**config.mk**
```make
export PLATFORM = sky130hd
export DESIGN_NAME = enemy_wave_ctrl
export DESIGN_NICKNAME = d
export VERILOG_FILES = /design/src/rtl/enemy_wave_ctrl.sv
export SDC_FILE = /design/constraint.sdc
export NUM_CORES = 1
export LEC_CHECK = 0
export ABC_AREA = 0
export ABC_CLOCK_PERIOD_IN_PS = 4500
export CORE_MARGIN = 3
export CORE_UTILIZATION = 56
export CTS_CLUSTER_SIZE = 24
export DETAILED_ROUTE_END_ITERATION = 6
export GPL_TIMING_DRIVEN = 0
export PLACE_DENSITY = 0.84
export SLEW_MARGIN = 25
export SYNTH_ARGS = -nofsm -noshare
export SYNTH_HDL_FRONTEND = slang
export SYNTH_SLANG_ARGS = --single-unit
```
**constraint.sdc**
```tcl
create_clock -name clk -period 4.5 [get_ports clk]
set_input_delay 1.35 -clock clk [delete_from_list [all_inputs] [get_ports clk]]
set_output_delay 1.35 -clock clk [all_outputs]
set_load 0.1 [all_outputs]
```
**src/rtl/enemy_wave_ctrl.sv**
```systemverilog
// Enemy wave scheduler: staged release, kill tracking, shared LFSR arbiter.
// Optional difficulty ramp enabled by ENEMY_WAVE_SPEEDUP_EN.
module enemy_wave_ctrl #(
  parameter int          NUM_ENEMIES    = 4,
  parameter int          RELEASE_FRAMES = 30,
  parameter int          CLEAR_FRAMES   = 60,
  parameter logic [15:0] LFSR_SEED      = 16'hACE1
) (
  input  logic                   clk,
  input  logic                   resetN,
  input  logic                   startOfFrame,
  input  logic                   game_on,
  input  logic [NUM_ENEMIES-1:0] kill_req,
  input  logic [NUM_ENEMIES-1:0] dir_req,
  output logic [NUM_ENEMIES-1:0] enemy_go,
  output logic [NUM_ENEMIES-1:0] enemy_alive,
  output logic [NUM_ENEMIES-1:0] dir_grant,
  output logic [2:0]             random_num,
  output logic [3:0]             alive_count,
  output logic                   wave_clear,
  output logic [1:0]             speed_level
);

  localparam int N  = NUM_ENEMIES;
  localparam int PW = $clog2(NUM_ENEMIES);
  localparam logic [N-1:0] ONES     = {N{1'b1}};
  localparam logic [3:0]   FULL_CNT = 4'(NUM_ENEMIES);
  localparam logic [2:0]   REL_LAST = 3'(NUM_ENEMIES - 1);
  localparam logic [7:0]   REL_TOP  = 8'(RELEASE_FRAMES - 1);
  localparam logic [7:0]   CLR_TOP  = 8'(CLEAR_FRAMES - 1);

  typedef enum logic [1:0] {IDLE, RELEASE, RUN, CLEAR} state_e;

  state_e         state_q, state_d;
  logic [N-1:0]   go_q, go_d;
  logic [N-1:0]   alive_q, alive_d;
  logic [N-1:0]   gnt_q, gnt_d;
  logic [2:0]     rnd_q, rnd_d;
  logic [3:0]     cnt_q, cnt_d;
  logic           clr_q, clr_d;
  logic [15:0]    lfsr_q, lfsr_d;
  logic [PW-1:0]  rr_q, rr_d;
  logic [7:0]     frame_q, frame_d;
  logic [2:0]     rel_q, rel_d;
  logic [N-1:0]   kvalid, elig;
  logic [3:0]     kcnt;
  logic           rel_tick, rel_done, clr_done, found;

  assign kvalid   = kill_req & go_q & alive_q;
  assign rel_tick = startOfFrame && (frame_q == REL_TOP);
  assign rel_done = rel_tick && (rel_q == REL_LAST);
  assign clr_done = startOfFrame && (frame_q == CLR_TOP);
  assign lfsr_d   = lfsr_q[0] ? ((lfsr_q >> 1) ^ 16'hB400) : (lfsr_q >> 1);

  always_comb begin
    kcnt = 4'd0;
    for (int i = 0; i < N; i++) kcnt = kcnt + 4'(kvalid[i]);
  end

  always_ff @(posedge clk or negedge resetN) begin
    if (!resetN) state_q <= IDLE;
    else         state_q <= state_d;
  end

  always_comb begin
    state_d = state_q;
    if (!game_on) state_d = IDLE;
    else begin
      unique case (state_q)
        IDLE:    state_d = RELEASE;
        RELEASE: if (rel_done) state_d = RUN;
        RUN:     if (cnt_q == 4'd0) state_d = CLEAR;
        CLEAR:   if (clr_done) state_d = RELEASE;
        default: state_d = IDLE;
      endcase
    end
  end

  always_comb begin
    go_d    = go_q & ~kvalid;
    alive_d = alive_q & ~kvalid;
    cnt_d   = cnt_q - kcnt;
    frame_d = frame_q;
    rel_d   = rel_q;
    clr_d   = 1'b0;
    if (!game_on) begin
      go_d    = '0;
      alive_d = ONES;
      cnt_d   = FULL_CNT;
      frame_d = 8'd0;
      rel_d   = 3'd0;
    end else begin
      unique case (state_q)
        IDLE: begin
          go_d    = N'(1);
          alive_d = ONES;
          cnt_d   = FULL_CNT;
          frame_d = 8'd0;
          rel_d   = 3'd1;
        end
        RELEASE: begin
          if (rel_tick) begin
            for (int i = 0; i < N; i++)
              if (rel_q == 3'(i)) go_d[i] = 1'b1;
            rel_d   = rel_q + 3'd1;
            frame_d = 8'd0;
          end else if (startOfFrame && frame_q != 8'hFF) begin
            frame_d = frame_q + 8'd1;
          end
        end
        RUN: begin
          if (cnt_q == 4'd0) begin
            go_d    = '0;
            clr_d   = 1'b1;
            frame_d = 8'd0;
          end
        end
        CLEAR: begin
          if (clr_done) begin
            go_d    = N'(1);
            alive_d = ONES;
            cnt_d   = FULL_CNT;
            frame_d = 8'd0;
            rel_d   = 3'd1;
          end else if (startOfFrame && frame_q != 8'hFF) begin
            frame_d = frame_q + 8'd1;
          end
        end
        default: ;
      endcase
    end
  end

  // Killed requesters and last cycle's winner are masked out immediately
  always_comb begin
    elig  = dir_req & go_q & alive_q & ~kvalid & ~gnt_q;
    gnt_d = '0;
    rr_d  = rr_q;
    found = 1'b0;
    for (int k = 0; k < N; k++) begin
      if (!found && elig[(int'(rr_q) + k) % N]) begin
        found = 1'b1;
        gnt_d[(int'(rr_q) + k) % N] = 1'b1;
        rr_d = PW'((int'(rr_q) + k + 1) % N);
      end
    end
    if (!game_on) begin
      gnt_d = '0;
      rr_d  = rr_q;
    end
    rnd_d = (gnt_d != '0) ? lfsr_q[2:0] : 3'd0;
  end

  always_ff @(posedge clk or negedge resetN) begin
    if (!resetN) begin
      go_q    <= '0;
      alive_q <= ONES;
      gnt_q   <= '0;
      rnd_q   <= 3'd0;
      cnt_q   <= FULL_CNT;
      clr_q   <= 1'b0;
      lfsr_q  <= LFSR_SEED;
      rr_q    <= '0;
      frame_q <= 8'd0;
      rel_q   <= 3'd0;
    end else begin
      go_q    <= go_d;
      alive_q <= alive_d;
      gnt_q   <= gnt_d;
      rnd_q   <= rnd_d;
      cnt_q   <= cnt_d;
      clr_q   <= clr_d;
      lfsr_q  <= lfsr_d;
      rr_q    <= rr_d;
      frame_q <= frame_d;
      rel_q   <= rel_d;
    end
  end

`ifdef ENEMY_WAVE_SPEEDUP_EN
  logic [1:0] spd_q, spd_d;

  always_comb begin
    spd_d = spd_q;
    if (!game_on || state_q == IDLE) spd_d = 2'd0;
    else if (clr_d && spd_q != 2'd3) spd_d = spd_q + 2'd1;
  end

  always_ff @(posedge clk or negedge resetN) begin
    if (!resetN) spd_q <= 2'd0;
    else         spd_q <= spd_d;
  end

  assign speed_level = spd_q;
`else
  assign speed_level = 2'd0;
`endif

  assign enemy_go    = go_q;
  assign enemy_alive = alive_q;
  assign dir_grant   = gnt_q;
  assign random_num  = rnd_q;
  assign alive_count = cnt_q;
  assign wave_clear  = clr_q;

endmodule

```
==> results.ini <==
[outcome]
status=finished clean

[timing]
fin_crit_sh_pct=92.56
final_max_slew_viol_count=0
fmax_mhz=240.1
fin_crit_ns=4.165
finalHoldViolations=0
skew_ns=0.01391
rsz0062_at_grt=no
setup_viol=0
maxSlewHeadroom_pct=33.86
setup_tns_ns=0
worst_pin_slew_ns=0.9890

[floorplan]
initial_core_util_pct=59.41
row_count=25
pin_count=34
die_area_mm2=0.006040
die_w_um=77.72
core-area_mm2=0.004848
die_y_um=77.72

[route]
firstDrtPassIters=4
drt-total-wl_mm=5.754
drt_iter0_drc=229
via_count=2199
wl_per_cell_um=15.10
drc=0
ant_nets=0
viasPerCell=5.772

[clock_network]
clkSinkCount=51
cts-root-buf=clkbuf_8
ctsResizeCount=0
tritoncts=done
clockBufferDepth=2
cts_made_buffers=5
cts_max_level=2
insertion_delay_ns=0.31
path_clk_slew_ns=0.10
post_cts_buffers=0
holdBufCountCts=0

[global_routing]
grt_antenna_before_repair=0
grt_pass1_vias=2125
grt_max_degree=52
grt.overflow.total=0
grt_use_total_pct=20.45
grt_pass1_wl_mm=9.846

[synth]
synthCells=274
syn_area_mm2=0.002880
ys_seq_area_share_pct=44.87
synthFlopType=dfrtp_1
yosys_warnings=0
synthArstFlopShare_pct=100.0
ys_ff_latch=51
synth.top_cell.area_share_pct=33.01
synth_area_leaders=dfrtp_1 33%, dfstp_2 12%, ha_1 9.6%, inv_1 3.6%, fa_1 3.5%
synth-edff-count=0
synth_cell_type_count=50
syn_area_per_cell_um2=10.51
yosysTopAreaCell=dfrtp_1

[worst_hold_path]
min_path_type=flip-flop to flip-flop
holdPathEnd=lfsr_q[5]
whs_path_depth=0
hp-start=lfsr_q[6]

[worst_setup_path]
required_ns=4.68
crit_type=primary input to flip-flop
crit_top_cell=fa_1
max_stage_delay_ns=0.57
crit_chain=clkdlybuf4s50_1, nand3_1, fa_1, inv_1, fa_1, fa_1, inv_1, ha_1, o21ai_0, nand3b_1, xor2_1, nor2_1
timing.rr.end=alive_count[3]
worst_path_max_delay_cell=fa_1
cp_num_buf_inv=3
rr_worst_depth=11
crit_arrival_ns=4.35
crit_path_end_kind=flip-flop
reg2reg_from=enemy_alive[3]
reg2reg_setup_slack_ns=1.32
critPathLaunchType=primary input
cp_max_fo=3
cpLargestDelayFamily=adder cells

[final_layout]
syn_to_final_growth_pct=17.94
multiInputGateArea_mm2=0.001455
final_common_cell=dfrtp_1
nets=352
n_antenna_cell=0
num-fill-cells=363
final_area_mm2=0.003397
layout-drive-gt1-share_pct=12.10
final_cell_mix=38 x dfrtp_1, 30 x clkdlybuf4s50_1, 28 x inv_1
regArea_mm2=0.001292

[pwr]
total_power_mw=1.758
ir_worst_vdd_mv=0.3515
leakagePower_nw=1.525
cellPowerDensity_mw_per_mm2=517.5

[run]
max_cap_viol_count=0

[place]
gp_congestion=0.9504
place_hpwl_mm=4.226
numPortBuffers=31
placed_cell_area_mm2=0.003276

worst max-delay path by stage:
stage,cells after the start,to,from
2_1_floorplan,11,alive_count[3],kill_req[3]
5_1_grt,12,alive_count[3],kill_req[3]
6_report,12,alive_count[3],kill_req[3]
3_5_place_dp,12,alive_count[3],kill_req[3]
4_1_cts,12,alive_count[3],kill_req[3]
3_3_place_gp,12,alive_count[3],kill_req[3]
cell type report:
| type | instances | area share [%] |
|---|---|---|
| buffer | 6 | 0.9208 |
| clock buffer | 6 | 2.431 |
| clock inverter | 2 | 1.142 |
| multi-input combinational | 190 | 42.84 |
| inverter | 28 | 3.094 |
| tap | 67 | 2.468 |
| sequential | 51 | 38.05 |
| timing repair buffer | 31 | 9.061 |
logic make-up (layout without fill, tap and decap cells):
kind of cell / count (synthesis) / count (layout) / synth area share (%)
other: 1 / 2 / 0.1302
muxes: 8 / 8 / 5.647
DFF: 51 / 51 / 44.87
adders and majority gates: 27 / 27 / 13.03
AOI/OAI and AO/OA: 55 / 55 / 11.56
and+or+nand+nor: 86 / 86 / 16.38
buffers and inverters: 34 / 73 / 4.735
xor gates and xnor gates: 12 / 12 / 3.649
registers in the layout (all words and copies together), names as in the netlist:
| name | flops |
|---|---|
| enemy_alive | 4 |
| wave_clear | 1 |
| dir_grant | 4 |
| rr_q | 2 |
| state_q | 2 |
| rel_q | 3 |
| random_num | 3 |
| alive_count | 4 |
| enemy_go | 4 |
| lfsr_q | 16 |
| frame_q | 8 |
power by group:
part / leakage [nW] / internal [mW] / total [mW] / switching (mW)
Combinational: 0.808 / 0.261 / 0.808 / 0.547
Sequential: 0.656 / 0.531 / 0.612 / 0.0812
Clock: 0.0618 / 0.183 / 0.337 / 0.154
Total: 1.53 / 0.975 / 1.76 / 0.783
cell usage after synthesis, drive strengths merged, types with 2 or more instances:
library cell / instances
a21oi: 22
or3: 4
nand3: 13
nor2: 22
o21ai: 18
dfrtp: 38
nor2b: 3
clkbuf: 3
buf: 3
xnor2: 4
or2: 2
mux4: 6
nand4: 5
dfstp: 13
nor3: 4
fa: 5
and4: 3
a41oi: 3
xor2: 8
a22oi: 2
o2bb2ai: 2
inv: 28
a21boi: 3
ha: 22
nand2: 19
nand3b: 2
mux2i: 2
routing by layer:
layer,vias up,routed length (um),GRT usage [%]
li1,1017,-,-
met1,1077,2648,27.98
met2,92,2651,32.11
met3,13,351,4.176
met4,0,103,7.829
met5,-,0,0
through the flow:
step                instances  worst slack (ns)  hold slack, ns  util [%]
detailed placement        373          0.008793          0.3433     67.56
finish                    381            0.3347          0.3426     70.06
global placement          373           0.04005          0.3351     67.61
global route              381            0.1743          0.3591     70.06
floorplan                 275            0.6886          0.3312         -
CTS                       381            0.3245          0.3540     70.06
worst reg2reg max path, cell delays in order, from the launching register on:
cell and delay [ns]:
dfstp_2 0.59, nand3_1 0.16, fa_1 0.57, inv_1 0.05, fa_1 0.46, fa_1 0.56, inv_1 0.06, ha_1 0.16
o21ai_0 0.15, nand3b_1 0.11, xor2_1 0.13, nor2_1 0.05
(Power assumes the default switching activity.)
